$ cat src/rtl/prio_rr_arbiter_4req_if.sv
`default_nettype none
// ============================================================================
//  Module   : prio_rr_arbiter_4req_if
//  Brief    : Request/grant bundle between 4 requesters and the arbiter.
//  Revision : 1.0
// ============================================================================
interface prio_rr_arbiter_4req_if;
    logic [3:0] req;
    logic [3:0] gnt;
    logic [1:0] gnt_id;
    logic       gnt_valid;
    logic       hold_expired;

    modport master (
        output req,
        input  gnt,
        input  gnt_id,
        input  gnt_valid,
        input  hold_expired
    );

    modport slave (
        input  req,
        output gnt,
        output gnt_id,
        output gnt_valid,
        output hold_expired
    );
endinterface
`default_nettype wire

$ cat src/rtl/prio_rr_arbiter_4req.sv
`default_nettype none
// ============================================================================
//  Module   : prio_rr_arbiter_4req
//  Brief    : 4-requester arbiter, fixed priority or round-robin, with an
//             optional per-winner hold limit. All outputs registered.
//  Revision : 1.0
// ============================================================================
module prio_rr_arbiter_4req #(
    parameter int MODE_RR  = 1,
    parameter int MAX_HOLD = 8
) (
    input  wire                            clk,
    input  wire                            rst_n,
    prio_rr_arbiter_4req_if.slave          arb
);

    localparam logic [7:0] c_max_hold = 8'(MAX_HOLD);

    typedef enum logic [1:0] {
        IDLE    = 2'd0,
        GRANT   = 2'd1,
        RELEASE = 2'd2
    } state_t;

    state_t     r_state;
    logic [3:0] r_gnt;
    logic [1:0] r_gnt_id;
    logic       r_gnt_valid;
    logic       r_hold_expired;
    logic [1:0] r_last_id;
    logic [7:0] r_hold_cnt;

    logic       w_any_req;
    logic [1:0] w_fix_id;
    logic [1:0] w_rr_id;
    logic [1:0] w_win_id;
    logic       w_owner_req;
    logic       w_limit_hit;

    assign w_any_req   = |arb.req;
    assign w_owner_req = arb.req[r_gnt_id];
    assign w_limit_hit = (c_max_hold != 8'd0) && (r_hold_cnt == c_max_hold);

    // Highest asserted index wins: later iterations overwrite earlier ones.
    always_comb begin
        w_fix_id = 2'd0;
        for (int i = 0; i < 4; i++) begin
            if (arb.req[i]) begin
                w_fix_id = 2'(i);
            end
        end
    end

    // Search upward from the slot after the previous owner, wrapping mod 4.
    always_comb begin
        logic       found;
        logic [1:0] idx;
        found   = 1'b0;
        idx     = 2'd0;
        w_rr_id = 2'd0;
        for (int k = 0; k < 4; k++) begin
            idx = r_last_id + 2'(k + 1);
            if (!found && arb.req[idx]) begin
                found   = 1'b1;
                w_rr_id = idx;
            end
        end
    end

    generate
        if (MODE_RR != 0) begin : g_rr
            assign w_win_id = w_rr_id;
        end else begin : g_fixed
            assign w_win_id = w_fix_id;
        end
    endgenerate

    always_ff @(posedge clk) begin
        if (!rst_n) begin
            r_state        <= IDLE;
            r_gnt          <= 4'b0000;
            r_gnt_id       <= 2'd0;
            r_gnt_valid    <= 1'b0;
            r_hold_expired <= 1'b0;
            r_last_id      <= 2'd3;
            r_hold_cnt     <= 8'd0;
        end else begin
            case (r_state)
                IDLE, RELEASE: begin
                    r_hold_expired <= 1'b0;
                    if (w_any_req) begin
                        r_state     <= GRANT;
                        r_gnt       <= 4'b0001 << w_win_id;
                        r_gnt_id    <= w_win_id;
                        r_gnt_valid <= 1'b1;
                        r_hold_cnt  <= 8'd1;
                    end else begin
                        r_state     <= IDLE;
                        r_hold_cnt  <= 8'd0;
                    end
                end
                GRANT: begin
                    // A voluntary drop takes precedence over the hold limit.
                    if (!w_owner_req || w_limit_hit) begin
                        r_state        <= RELEASE;
                        r_gnt          <= 4'b0000;
                        r_gnt_valid    <= 1'b0;
                        r_hold_expired <= w_owner_req;
                        r_last_id      <= r_gnt_id;
                        r_hold_cnt     <= 8'd0;
                    end else if (r_hold_cnt != 8'hFF) begin
                        r_hold_cnt     <= r_hold_cnt + 8'd1;
                    end
                end
                default: begin
                    r_state        <= IDLE;
                    r_gnt          <= 4'b0000;
                    r_gnt_valid    <= 1'b0;
                    r_hold_expired <= 1'b0;
                    r_hold_cnt     <= 8'd0;
                end
            endcase
        end
    end

    assign arb.gnt          = r_gnt;
    assign arb.gnt_id       = r_gnt_id;
    assign arb.gnt_valid    = r_gnt_valid;
    assign arb.hold_expired = r_hold_expired;

endmodule
`default_nettype wire

$ cat src/flat_wrapper.sv
// flat-port wrapper written by rule: the top's interface ports become plain ports
module prio_rr_arbiter_4req_flat 
#(
    parameter int MODE_RR  = 1,
    parameter int MAX_HOLD = 8
)
  (clk, rst_n, arb_req, arb_gnt, arb_gnt_id, arb_gnt_valid, arb_hold_expired);
  prio_rr_arbiter_4req_if arb_i ();
  input  wire clk;
  input  wire rst_n;
  input wire logic [$bits(arb_i.req)-1:0] arb_req;
  output wire logic [$bits(arb_i.gnt)-1:0] arb_gnt;
  output wire logic [$bits(arb_i.gnt_id)-1:0] arb_gnt_id;
  output wire logic [$bits(arb_i.gnt_valid)-1:0] arb_gnt_valid;
  output wire logic [$bits(arb_i.hold_expired)-1:0] arb_hold_expired;
  assign arb_i.req = arb_req;
  assign arb_gnt = arb_i.gnt;
  assign arb_gnt_id = arb_i.gnt_id;
  assign arb_gnt_valid = arb_i.gnt_valid;
  assign arb_hold_expired = arb_i.hold_expired;
  prio_rr_arbiter_4req #(.MODE_RR(MODE_RR), .MAX_HOLD(MAX_HOLD)) u_core (.clk(clk), .rst_n(rst_n), .arb(arb_i));
endmodule
$ cat config.mk
export PLATFORM = sky130hd
export DESIGN_NAME = prio_rr_arbiter_4req_flat
export DESIGN_NICKNAME = d
export VERILOG_FILES = /design/src/rtl/prio_rr_arbiter_4req_if.sv /design/src/rtl/prio_rr_arbiter_4req.sv /design/src/flat_wrapper.sv
export SDC_FILE = /design/constraint.sdc
export NUM_CORES = 1
export LEC_CHECK = 0
export CORE_UTILIZATION = 30
export CTS_CLUSTER_SIZE = 25
export DETAILED_ROUTE_END_ITERATION = 16
export PLACE_DENSITY = 0.57
export SYNTH_ARGS = -nofsm -noshare
export SYNTH_HDL_FRONTEND = slang
export SYNTH_SLANG_ARGS = --single-unit
$ cat constraint.sdc
create_clock -name clk -period 2.5 [get_ports clk]
set_input_delay 0.75 -clock clk [delete_from_list [all_inputs] [get_ports clk]]
set_output_delay 0.75 -clock clk [all_outputs]
set_load 0.02 [all_outputs]
# == Word-level counts from Yosys, hierarchy flattened ==
# Cells that the tools add are included.
# totals
register_bits,20
in_bits,6
out_inout_bits,8
# classes
addsub,4
magnitude_cmp,5
n_eq_ne,7
shift,1
muxes,30
reduce_logical,15
# op_table
op,n
$mux 8,2
$pmux 8 s2,1
$lt 2x3->1 const B,5
$mux 1,12
$bmux 1 s2,5
$mux 2,5
$add 8x1->8 const B,1
$eq 8x4->1 const B,1
$mux 4,2
$ne 8x8->1 const B,1
$pmux 4 s2,1
$reduce_and 2->1,4
$add 2x2->2 const B,2
$logic_not 1->1,4
$ne 2x1->1 const B,2
$pmux 2 s2,1
$reduce_or 4->1,1
$shl 1x2->4 const A,1
$logic_and 1x1->1,3
$ne 3x1->1 const B,1
$add 2x1->2 const B,1
$eq 2x1->1 const B,1
$eq 2x2->1 const B,1
$logic_not 2->1,1
3 further kinds,3

# == Depth between registers and ports, before layout ==
# depth
ltp_word,16
mapped_depth,6

# == Least setup slack after synthesis ==
# OpenSTA, ideal clock, no wires.
# synth_path
path_type,input-to-reg
start,input port arb_req[3]
end,register u_core.r_gnt[0] (netlist: u_core.arb.gnt[0])
setup_time_ns,0.136
arrival_time_ns,1.670
path_slack_ns,0.694
path_stages,4
n_path_buf,0
cell_sequence,mux4_2 -> a21boi_4 -> a21oi_2 -> o32ai_1
# synth_between
elab_chain_len,15
word_cells_on_any_way,32
# synth_rtl
item,line_no,source
"start, declared",flat_wrapper.sv:11,input wire logic [$bits(arb_i.req)-1:0] arb_req;
$bmux 1 s2,prio_rr_arbiter_4req.sv:63,if (!found && arb.req[idx]) begin
$mux 1 (not written as such),prio_rr_arbiter_4req.sv:63,
$mux 1,prio_rr_arbiter_4req.sv:63,
$logic_not 1->1,prio_rr_arbiter_4req.sv:63,
$logic_and 1x1->1,prio_rr_arbiter_4req.sv:63,
$mux 1,prio_rr_arbiter_4req.sv:63,
$logic_not 1->1,prio_rr_arbiter_4req.sv:63,
$logic_and 1x1->1,prio_rr_arbiter_4req.sv:63,
$mux 1,prio_rr_arbiter_4req.sv:63,
$logic_not 1->1,prio_rr_arbiter_4req.sv:63,
$logic_and 1x1->1,prio_rr_arbiter_4req.sv:63,
$mux 2,prio_rr_arbiter_4req.sv:63,
$shl 1x2->4,prio_rr_arbiter_4req.sv:93,r_gnt <= 4'b0001 << w_win_id;
$mux 4,prio_rr_arbiter_4req.sv:91,if (w_any_req) begin
$pmux 4 s2,prio_rr_arbiter_4req.sv:88,case (r_state)
"end signal, assigned",prio_rr_arbiter_4req.sv:93,
"end, declared",prio_rr_arbiter_4req.sv:26,logic [3:0] r_gnt;
# Parallel ways exist; a longest one is shown, timed or not. The select of a mux whose other input is x is not followed.
# A chain may end at the register's enable or synchronous reset.

# == Final worst setup path ==
# layout_path
start,register u_core.r_gnt_id[1] (netlist: u_core.arb.gnt_id[1])
end,output port arb_gnt_id[1]
# layout_rtl
item,line_no,source
"start, declared",prio_rr_arbiter_4req.sv:27,logic [1:0] r_gnt_id;
"start signal, assigned",prio_rr_arbiter_4req.sv:94,r_gnt_id <= w_win_id;
"end, declared",flat_wrapper.sv:13,output wire logic [$bits(arb_i.gnt_id)-1:0] arb_gnt_id;
# No word-level cell between the ends.

==> impl_summary.md <==
Routing
For this run, the detailed router's first-pass iteration total came to 4. The routed wire length is 2290 um. In this run, the number of DRC markers left after iteration 0 of detailed routing was 76.

The detail-routed net length per standard cell is 12.9 um. In the routed design, unresolved DRC markers number 0. In the routed layout, each cell is associated on average with a via count of 5.24. The routed layout has 928 vias. Once detail routing completed, the nets flagged for antenna violations numbered 0.

Synthesis
The net count after synthesis is 120. The post-synthesis instance area is 1030 um2. The share of synthesized flip-flops with an asynchronous set or reset is 0%. The count of flip-flops with a built-in enable after synthesis is 0.

Synthesis handed over a netlist of 112 instances. In the synthesized netlist the dominant register cell turns out to be sky130_fd_sc_hd__dfxtp_1. The synthesized area per cell is 9.21 um2. The register area share after synthesis is 38.8%.

Yosys printed 0 warnings. The register bit count reported by yosys is 20. In this run, distinct cell masters in the synthesized netlist total 42.

Clocking
The clock latency on the worst-skew pair is 0.31 ns. Hold repair after CTS inserted 0 buffers. The clock net sink count is 20. After clock tree synthesis, the clock-pin slew on the worst setup and hold paths is 0.12 ns. In this run the number of H-tree levels came out at 1. The quantity of gates resized following cts is 0.

The clock tree root buffer cell is sky130_fd_sc_hd__clkbuf_4. In this run, CTS created clock tree buffers numbering 3. After clock tree synthesis, the setup repair step added 0 buffers. The longest clock path from root to sink contains 2 buffers. TritonCTS built the clock tree.

STA
The worst pin sits at a relative slew slack of 62.4%. The achievable frequency is 459 MHz. The ratio of final minimum period to clock period is 87.1%. Setup repair after global routing left no endpoint under its margin.

The number of hold violations in the final report is 0. The number of failing setup endpoints in the final timing report is 0. The clock period could shrink to 2.18 ns. The total count of max-transition violations in the final report is 0. The setup TNS is 0 ns.

The worst clock skew is 0.00173 ns. For the pin with the worst max-slew slack, the measured transition is 0.559 ns.

Global route
The number of global-route vias before repair is 884. The largest net degree at the start of global routing is 12. Across every metal layer, demand over resource in global routing totals 14.4%. The total overflow left after global routing is 0. The first global-routing pass estimated 3880 um of wire. The number of antenna violations at the first check in global routing is 0.

Final layout
Once layout is complete, the utilization of the core stands at 40.8%. The final-stage net count is 142. The total area of multi-input combinational cells is 619 um2.

In the final layout, the share of cells above drive strength 1 is 14.3%. Relative to the synthesized area, the layout overhead comes to 24.8%. Counting the fill cells in the layout gives 337. The final antenna diode count is 0.

Registers take 400 um2.

Worst setup path
The signal on the critical path passes through clkdlybuf4s50_1. In this run the register-to-register setup slack is 0.73 ns. The delay contributed by the slowest stage of the critical path is 0.65 ns. STA classifies the critical path startpoint as a flip-flop.

The kind of cell with the highest combined delay on the critical path is buffers and inverters. In this run the critical register-to-register path is captured at u_core.r_hold_cnt[5]$_SDFFE_PN0P_. The library cell contributing the largest single delay on the critical path is sky130_fd_sc_hd__clkdlybuf4s50_1. The number of buffers and inverters on the critical path is 1. The worst setup path is captured at an output pin. At the worst endpoint, the arrival time is 1.43 ns. The critical-path maximum fanout is 6.

The cell depth of the worst flop-to-flop path is 5. By startpoint and endpoint, the worst setup path is classified as flip-flop to output pin. At the worst endpoint, the required time is 1.75 ns. The worst register-to-register path begins at u_core.r_hold_cnt[0]$_SDFFE_PN0P_.

Floorplanning
The I/O pin count is 14. Measured along the y axis, the die boundary spans 60.6 um. The die is 60.6 um wide. The floorplan step defined a die boundary enclosing 3670 um2.

The effective utilization at floorplan is 32.7%. Row generation in the floorplan step produced 20 rows. The core region is 3150 um2.

Power and ir drop
Power comes to 742 uW. The analysis attributes to cell leakage a power of 0.000430 uW. In this run the power density over the cells is 577 nW/um2. The worst supply voltage drop on vdd is 0.339 mV.

Min path
The source of the worst hold timing path is u_core.arb.gnt[1]$_SDFFE_PN0P_. The worst hold path terminates at u_core.arb.gnt[1]$_SDFFE_PN0P_. The path class of the lowest-slack min-delay path is flip-flop to flip-flop.

The worst hold path stage count is 2.

Status
The run finished with clean final reports.

Place
Buffers placed on the I/O ports in this run total 13. The HPWL after detailed placement is 1730 um. The final RePlAce weighted congestion is 0.747.

Flow run
The number of max-cap violations is 0.
-- stage by stage --
| stage | cells | setup slack [ns] | hold slack [ns] | cell area (um2) |
|---|---|---|---|---|
| 2_1_floorplan | 112 | 0.694 | 0.476 | 1030 |
| 3_3_place_gp | 173 | 0.134 | 0.456 | 1250 |
| 3_5_place_dp | 173 | 0.0984 | 0.452 | 1250 |
| 4_1_cts | 177 | 0.295 | 0.470 | 1290 |
| 5_1_grt | 177 | 0.249 | 0.495 | 1290 |
| 6_report | 177 | 0.323 | 0.467 | 1290 |
-- worst min-delay path, stage by stage, from the launching register on --
cell	delay, ns
sky130_fd_sc_hd__dfxtp_1	0.33
sky130_fd_sc_hd__nand2_1	0.05
sky130_fd_sc_hd__o32ai_1	0.05
-- cell type report --
class | instances | area share [%]
Clock buffer | 4 | 2.82
Sequential cell | 20 | 31.1
Timing Repair Buffer | 18 | 13.0
Multi-Input combinational cell | 89 | 48.2
Inverter | 2 | 0.584
Tap cell | 44 | 4.28
-- registers in the layout (all words and copies together), names as in the netlist --
register                 count
u_core.r_hold_cnt            8
u_core.arb.gnt               4
u_core.arb.gnt_id            2
u_core.r_last_id             2
u_core.r_state               2
u_core.arb.gnt_valid         1
u_core.arb.hold_expired      1
-- worst max-delay path by stage --
stage	endpoint	from	slack, ns	cells after the start
2_1_floorplan	u_core.arb.gnt[0]$_SDFFE_PN0P_	arb_req[3]	0.69	4
3_3_place_gp	u_core.arb.gnt[0]$_SDFFE_PN0P_	arb_req[1]	0.13	5
3_5_place_dp	u_core.arb.gnt[0]$_SDFFE_PN0P_	arb_req[1]	0.1	5
4_1_cts	arb_gnt_id[1]	u_core.arb.gnt_id[1]$_SDFFE_PN0N_	0.30	1
5_1_grt	arb_gnt_id[1]	u_core.arb.gnt_id[1]$_SDFFE_PN0N_	0.25	1
6_report	arb_gnt_id[1]	u_core.arb.gnt_id[1]$_SDFFE_PN0N_	0.32	1
-- layer usage --
layer  vias to the layer above  track usage [%]  part of all wire, %
li1                        463                -                    -
met1                       441             16.2                   45
met2                        19             26.2                   50
met3                         5             4.69                  4.4
met4                         0             3.90                  1.1
met5                         -                0                    0
-- cells in the mapped netlist (2+ instances only) --
library cell,count,area share [%]
sky130_fd_sc_hd__a21oi_1,3,1.5
sky130_fd_sc_hd__dfxtp_1,20,39
sky130_fd_sc_hd__ha_1,2,2.4
sky130_fd_sc_hd__inv_1,2,0.73
sky130_fd_sc_hd__mux2i_1,3,2.9
sky130_fd_sc_hd__nand2_1,9,3.3
sky130_fd_sc_hd__nand2b_1,6,3.6
sky130_fd_sc_hd__nand3_1,4,1.9
sky130_fd_sc_hd__nor2_1,13,4.7
sky130_fd_sc_hd__nor2b_1,4,2.4
sky130_fd_sc_hd__nor3_1,2,0.97
sky130_fd_sc_hd__nor3_2,2,1.9
sky130_fd_sc_hd__o211ai_1,2,1.5
sky130_fd_sc_hd__o21ai_0,6,2.9
sky130_fd_sc_hd__o21ai_1,3,1.5
sky130_fd_sc_hd__o32ai_1,4,3.4
sky130_fd_sc_hd__xnor2_1,2,1.7
-- layout by cell type, fill, tap and decap left out, drive strengths merged, types with 2 or more instances in the layout --
cell | synthesis | layout
a21boi | 2 | 2
a21oi | 4 | 4
buf | 0 | 5
clkbuf | 1 | 4
clkdlybuf4s50 | 0 | 13
dfxtp | 20 | 20
ha | 2 | 2
inv | 2 | 2
mux2i | 3 | 3
nand2 | 9 | 9
nand2b | 6 | 6
nand3 | 5 | 5
nor2 | 13 | 13
nor2b | 4 | 4
nor3 | 4 | 4
o211ai | 2 | 2
o21ai | 9 | 9
o32ai | 4 | 4
xnor2 | 2 | 2
-- logic make-up after synthesis --
logic type	synth area share (%)
flip-flops	38.8
AND/OR/NAND/NOR	28.8
adder cells (fa/ha/maj)	2.43
XOR/XNOR	1.70
AO/OA/AOI/OAI	21.0
multiplexers	6.19
buffers and inverters	1.09
-- power breakdown --
part	total (uW)	switching, uW	internal [uW]
Sequential	370	26.4	344
Combinational	179	91.9	86.7
Clock	193	104	89.0
Total	742	223	520
(Power assumes the default switching activity.)
